**src/rtl/mem_port_pkg.sv**
```systemverilog
// Shared definitions for the two-requester memory port arbiter.
// Build option: ARB_ROUND_ROBIN_EN selects round-robin arbitration instead of
// fixed priority (m0 > m1) with an m1 starvation guard.
package mem_port_pkg;

    localparam int unsigned ADDR_W   = 32;
    localparam int unsigned DATA_W   = 32;
    localparam int unsigned SIZE_W   = 2;
    localparam int unsigned STARVE_W = 8;

    // Requester index; also the encoding stored in last_grant / rsp_owner.
    typedef enum logic {
        REQ_M0 = 1'b0,
        REQ_M1 = 1'b1
    } req_idx_t;

    // Command payload carried from a requester to the shared port.
    typedef struct packed {
        logic              wr;
        logic [ADDR_W-1:0] address;
        logic [DATA_W-1:0] data;
        logic [SIZE_W-1:0] size;
    } mem_cmd_t;

endpackage

```
**src/rtl/arb_grant.sv**
```systemverilog
// Grant decision for the memory port arbiter: combinational grant from the
// request valids plus registered last_grant, stall-hold and starvation state.
// Build option: ARB_ROUND_ROBIN_EN (round-robin, no starvation counter).
module arb_grant
    import mem_port_pkg::*;
#(
    parameter int unsigned STARVE_LIMIT = 8
) (
    input  logic     clk,
    input  logic     reset_n,
    input  logic     m0_valid_i,
    input  logic     m1_valid_i,
    input  logic     s_ready_i,
    output logic     gnt_valid_c,
    output req_idx_t gnt_idx_c
);

    req_idx_t last_grant_q, last_grant_d;
    req_idx_t hold_idx_q, hold_idx_d;
    logic     hold_q, hold_d;
    logic     held_valid;
    logic     accept;
    logic     both_pick_m1;

    // A stalled command keeps its grant only while its requester still asserts valid.
    assign held_valid = (hold_idx_q == REQ_M1) ? m1_valid_i : m0_valid_i;
    assign accept     = gnt_valid_c && s_ready_i;

`ifdef ARB_ROUND_ROBIN_EN
    // Contention goes to whichever requester did not win last.
    assign both_pick_m1 = (last_grant_q == REQ_M0);
`else
    logic [STARVE_W-1:0] starve_cnt_q, starve_cnt_d;

    // Contention goes to m0 unless m1 has waited STARVE_LIMIT cycles.
    assign both_pick_m1 = (starve_cnt_q >= STARVE_W'(STARVE_LIMIT));

    // Count m1 waiting cycles; clear when m1 is served or withdraws; saturate.
    always_comb begin
        starve_cnt_d = starve_cnt_q;
        if (!m1_valid_i || (accept && (gnt_idx_c == REQ_M1))) begin
            starve_cnt_d = '0;
        end else if (starve_cnt_q != {STARVE_W{1'b1}}) begin
            starve_cnt_d = starve_cnt_q + STARVE_W'(1);
        end
    end

    // Starvation counter register.
    always_ff @(posedge clk or negedge reset_n) begin
        if (!reset_n) begin
            starve_cnt_q <= '0;
        end else begin
            starve_cnt_q <= starve_cnt_d;
        end
    end
`endif

    // Grant selection: stall hold first, then contention policy, then lone requester.
    always_comb begin
        gnt_valid_c = 1'b0;
        gnt_idx_c   = REQ_M0;
        if (hold_q && held_valid) begin
            gnt_valid_c = 1'b1;
            gnt_idx_c   = hold_idx_q;
        end else if (m0_valid_i && m1_valid_i) begin
            gnt_valid_c = 1'b1;
            gnt_idx_c   = both_pick_m1 ? REQ_M1 : REQ_M0;
        end else if (m0_valid_i) begin
            gnt_valid_c = 1'b1;
            gnt_idx_c   = REQ_M0;
        end else if (m1_valid_i) begin
            gnt_valid_c = 1'b1;
            gnt_idx_c   = REQ_M1;
        end
    end

    // Next state: remember winner on accept, hold grant across a stall.
    always_comb begin
        last_grant_d = last_grant_q;
        hold_d       = 1'b0;
        hold_idx_d   = hold_idx_q;
        if (accept) begin
            last_grant_d = gnt_idx_c;
        end
        if (gnt_valid_c && !s_ready_i) begin
            hold_d     = 1'b1;
            hold_idx_d = gnt_idx_c;
        end
    end

    // Arbitration state; last_grant resets to m1 so m0 wins the first contention.
    always_ff @(posedge clk or negedge reset_n) begin
        if (!reset_n) begin
            last_grant_q <= REQ_M1;
            hold_q       <= 1'b0;
            hold_idx_q   <= REQ_M0;
        end else begin
            last_grant_q <= last_grant_d;
            hold_q       <= hold_d;
            hold_idx_q   <= hold_idx_d;
        end
    end

endmodule

```
**src/rtl/mem_port_arbiter.sv**
```systemverilog
// Two-requester arbiter onto one shared memory/peripheral port. Commands pass
// through combinationally; read responses (one cycle after accept) are routed
// back to the requester that issued the read.
// Build option: ARB_ROUND_ROBIN_EN (round-robin instead of fixed priority).
module mem_port_arbiter
    import mem_port_pkg::*;
#(
    parameter int unsigned STARVE_LIMIT = 8
) (
    input  logic              clk,
    input  logic              reset_n,

    input  logic              m0_cmd_valid,
    output logic              m0_cmd_ready,
    input  logic              m0_cmd_wr,
    input  logic [ADDR_W-1:0] m0_cmd_address,
    input  logic [DATA_W-1:0] m0_cmd_data,
    input  logic [SIZE_W-1:0] m0_cmd_size,
    output logic              m0_rsp_valid,
    output logic [DATA_W-1:0] m0_rsp_data,

    input  logic              m1_cmd_valid,
    output logic              m1_cmd_ready,
    input  logic              m1_cmd_wr,
    input  logic [ADDR_W-1:0] m1_cmd_address,
    input  logic [DATA_W-1:0] m1_cmd_data,
    input  logic [SIZE_W-1:0] m1_cmd_size,
    output logic              m1_rsp_valid,
    output logic [DATA_W-1:0] m1_rsp_data,

    output logic              s_cmd_valid,
    input  logic              s_cmd_ready,
    output logic              s_cmd_wr,
    output logic [ADDR_W-1:0] s_cmd_address,
    output logic [DATA_W-1:0] s_cmd_data,
    output logic [SIZE_W-1:0] s_cmd_size,
    input  logic              s_rsp_valid,
    input  logic [DATA_W-1:0] s_rsp_data
);

    mem_cmd_t m0_cmd, m1_cmd, sel_cmd;
    logic     gnt_valid;
    req_idx_t gnt_idx;
    logic     rd_accept;
    logic     rsp_pending_q, rsp_pending_d;
    req_idx_t rsp_owner_q, rsp_owner_d;

    assign m0_cmd = {m0_cmd_wr, m0_cmd_address, m0_cmd_data, m0_cmd_size};
    assign m1_cmd = {m1_cmd_wr, m1_cmd_address, m1_cmd_data, m1_cmd_size};

    arb_grant #(
        .STARVE_LIMIT(STARVE_LIMIT)
    ) u_arb_grant (
        .clk         (clk),
        .reset_n     (reset_n),
        .m0_valid_i  (m0_cmd_valid),
        .m1_valid_i  (m1_cmd_valid),
        .s_ready_i   (s_cmd_ready),
        .gnt_valid_c (gnt_valid),
        .gnt_idx_c   (gnt_idx)
    );

    // Command mux and ready fan-back; everything is forced quiet while in reset.
    always_comb begin
        sel_cmd       = (gnt_idx == REQ_M1) ? m1_cmd : m0_cmd;
        s_cmd_valid   = 1'b0;
        s_cmd_wr      = 1'b0;
        s_cmd_address = '0;
        s_cmd_data    = '0;
        s_cmd_size    = '0;
        m0_cmd_ready  = 1'b0;
        m1_cmd_ready  = 1'b0;
        if (reset_n && gnt_valid) begin
            s_cmd_valid   = 1'b1;
            s_cmd_wr      = sel_cmd.wr;
            s_cmd_address = sel_cmd.address;
            s_cmd_data    = sel_cmd.data;
            s_cmd_size    = sel_cmd.size;
            m0_cmd_ready  = (gnt_idx == REQ_M0) && s_cmd_ready;
            m1_cmd_ready  = (gnt_idx == REQ_M1) && s_cmd_ready;
        end
    end

    assign rd_accept = s_cmd_valid && s_cmd_ready && !s_cmd_wr;

    // Response routing: only a response we are expecting reaches its owner.
    always_comb begin
        m0_rsp_valid = 1'b0;
        m0_rsp_data  = '0;
        m1_rsp_valid = 1'b0;
        m1_rsp_data  = '0;
        if (reset_n && rsp_pending_q && s_rsp_valid) begin
            if (rsp_owner_q == REQ_M1) begin
                m1_rsp_valid = 1'b1;
                m1_rsp_data  = s_rsp_data;
            end else begin
                m0_rsp_valid = 1'b1;
                m0_rsp_data  = s_rsp_data;
            end
        end
    end

    // Response tracking next state: pending for exactly one cycle after a read.
    always_comb begin
        rsp_pending_d = rd_accept;
        rsp_owner_d   = rd_accept ? gnt_idx : rsp_owner_q;
    end

    // Response tracking registers; reset drops any in-flight read.
    always_ff @(posedge clk or negedge reset_n) begin
        if (!reset_n) begin
            rsp_pending_q <= 1'b0;
            rsp_owner_q   <= REQ_M0;
        end else begin
            rsp_pending_q <= rsp_pending_d;
            rsp_owner_q   <= rsp_owner_d;
        end
    end

endmodule

```
**config.mk**
```make
export PLATFORM = sky130hd
export DESIGN_NAME = mem_port_arbiter
export DESIGN_NICKNAME = d
export VERILOG_FILES = /design/src/rtl/mem_port_pkg.sv /design/src/rtl/arb_grant.sv /design/src/rtl/mem_port_arbiter.sv
export SDC_FILE = /design/constraint.sdc
export NUM_CORES = 1
export LEC_CHECK = 0
export CORE_AREA = 10 10 111 113
export DETAILED_ROUTE_END_ITERATION = 8
export DIE_AREA = 0 0 121 123
export PLACE_DENSITY = 0.7
export SLEW_MARGIN = 10
export SYNTH_ARGS = -nofsm -noshare
export SYNTH_HDL_FRONTEND = slang
export SYNTH_SLANG_ARGS = --single-unit
```
**constraint.sdc**
```tcl
create_clock -name clk -period 4.8 [get_ports clk]
set_input_delay 0.96 -clock clk [delete_from_list [all_inputs] [get_ports clk]]
set_output_delay 0.96 -clock clk [all_outputs]
set_load 0.01 [all_outputs]
```
==> run metrics <==
Worst Reg-to-Reg Cells=4; Hold Path Class=flop to flop; Port Buffers=307; Seq/Total Area, Yosys=0.168; Tightest Pin Transition=0.684 ns; cts bufs inserted=3; area of the multi-input gates=1370 um2; P per Cell Area=~120 nW/um2; Util after Layout=0.497; initial drt markers=around 280; non-filler instance count after layout=660; vias in the first global route=2863; post-synth top area cell=a22o_1; routability cong.=between 0.9 and 1; period utilization=0.921; Worst VDD drop=150 uV; Commonest cells post-synth=a22o_1, and2_1, nor2_1, dfrtp_1, clkbuf_1; Diodes inserted=0; post-DP HPWL=12.9 mm; WHS Path Cells=2; setup TNS=0 ns; Synth Cell Area=1790 um2; Ys Warns=0; Max Slew Vio Count=0; drt first pass iters=4; worst-path fanout max=67; max frequency=226 MHz; FP Rows=37; FF-to-FF Start=u_arb_grant.starve_cnt_q[6]$_DFFE_PN0P_; post-synth net total=403; setup slack, reg-to-reg=2.78 ns; RSZ-0062 raised after global routing=no; clock buffer depth=2; critical path type=primary input to output pin; Storage cell area=between 300 and 400 um2; Syn Inst Count=229; Worst R2R End=u_arb_grant.starve_cnt_q[3]$_DFFE_PN0P_; Post-CTS Setup Inserts=0; share of cells above drive strength 1=0.0286; status=finished clean; vias=3007; gr usage total=0.177; die width=121 um; Clk Latency, worst-skew pair=0.25 ns; core area=10100 um2; Top FF cell, synth=dfrtp_1; most common cell in the netlist=a22o_1; Die ar.=14900 um2; initial antenna violation count=1; # H-tree levels=1; Finish-stage setup viols=0; CTS tree=done; filler cell count in the final layout=954; starting density of the core=0.176; Yosys reg bits=12; Yosys top cell area share=0.329; crit start category=primary input; CTS Hold Bufs=0; DIE HEIGHT=123 um; dominant cells by area after synthesis=a22o_1, and2_1, dfrtp_1; Clock Skew=0.00490 ns; Pleak=1.96 nW; P&R area growth vs syn=182%; Netlist cell types=34; maxcap violations=0; syn_area_per_cell=a little under 8 um2; end of the worst hold path=u_arb_grant.hold_idx_q$_DFFE_PN0P_; Hold Startpoint=u_arb_grant.hold_idx_q$_DFFE_PN0P_; I/O pin count=308; Post-DRT Antenna Nets=0; clk root buf=clkbuf_8; Vias/cell=between 4 and 5; Nets=699; largest net degree at the start of global routing=68; asr flop ratio synth=1.00; clock-pin slew on the worst setup and hold paths=0.05 ns; post_cts resized=0; number of flops mapped to enable cells by yosys=0; Final min period=4.42 ns; first-pass GRT wire length=20.2 mm; relative slew slack=0.544; WL final=14.9 mm; Cell Count Post-Placement=between 600 and 700; Worst EP required=roughly 3.8 ns; total power=0.586 mW; Arr. time, crit path=roughly 3.5 ns; hold_ws=0.524 ns; final hold violation count=0; wire per inst=22.6 um; remaining global-route overflow=0; DR DRC count=0; # clock sinks=12; crit end category=output pin
==> worst max path at each step <==
stage | from | to | slack [ns]
3_5_place_dp | m0_cmd_valid | s_cmd_size[1] | 0.39
2_1_floorplan | m0_cmd_valid | s_cmd_data[10] | 1.53
5_1_grt | m0_cmd_valid | s_cmd_data[7] | 0.23
4_1_cts | m0_cmd_valid | s_cmd_size[1] | 0.38
3_3_place_gp | m0_cmd_valid | s_cmd_size[1] | 0.41
6_report | m0_cmd_valid | s_cmd_size[1] | 0.38
==> layout by cell type (no fill, tap or decap) <==
cell and n:
clkbuf_8 4, dfrtp_1 12, and4_1 1, nor2b_1 2, a21oi_1 1, o221ai_2 1
and2_1 64, nor3_1 4, buf_12 1, ha_1 2, nand4_1 3, xnor2_1 1
nand3_1 3, mux2i_1 2, nand2_1 3, nor2_4 1, o211ai_1 1, buf_4 4
inv_1 5, and3_1 3, o311ai_0 1, clkdlybuf4s50_1 307, or3b_2 1, o21ai_0 2
o22ai_1 1, nor3_4 1, mux2_2 1, or4_4 1, nand2b_1 1, nor2_1 19
a22o_1 67, a211oi_1 1, a31oi_1 1, o311a_1 1, and3b_1 1
==> state kept, by name, summed over array words and instances (netlist names) <==
register,flops
u_arb_grant.hold_q,1
rsp_owner_q,1
u_arb_grant.hold_idx_q,1
u_arb_grant.starve_cnt_q,8
rsp_pending_q,1
==> routing by layer <==
layer / vias up / global-route usage / wire length [um] / share of wire
met5: - / 0 / 14 / 0.00094
met4: 2 / 0.0317 / 184 / 0.012
met3: 19 / 0.0451 / 1100 / 0.074
met2: 134 / 0.333 / 8110 / 0.54
met1: 1417 / 0.197 / 5490 / 0.37
li1: 1435 / - / - / -
==> cells by family after synthesis <==
group	after synthesis	synth area share
AO/OA/AOI/OAI	77	0.371
buffers and inverters	26	0.0736
flip-flops	12	0.168
AND/OR/NAND/NOR	108	0.350
XOR/XNOR	1	0.00491
adder cells (fa/ha/maj)	2	0.0140
multiplexers	3	0.0175
==> power by group <==
group | internal (mW) | switching, mW
logic | 0.237 | 0.124
clock network | 0.0728 | 0.0418
registers | 0.106 | 0.00381
==> area by class of cell <==
type                            instances  share of cell area
Clock buffer                            4              0.0109
Inverter                                5             0.00373
Multi-Input combinational cell        191               0.272
Sequential cell                        12              0.0596
Tap cell                              136              0.0338
Timing Repair Buffer                  312               0.620
==> stage by stage <==
stage / setup WS (ns) / cell area (um2)
final: 0.378 / 5030
after global routing: 0.232 / 5030
after CTS: 0.382 / 5030
after detailed placement: 0.394 / 4980
after global placement: 0.410 / 4980
after floorplan: 1.53 / 1790
==> critical path, cell delays in order <==
cell and delay [ns]:
clkdlybuf4s50_1 0.52, or3b_2 0.47, o221ai_2 0.33, nor2_4 0.03
buf_4 0.33, a22o_1 0.28, clkdlybuf4s50_1 0.52
Power figures use the tool's default switching activity.
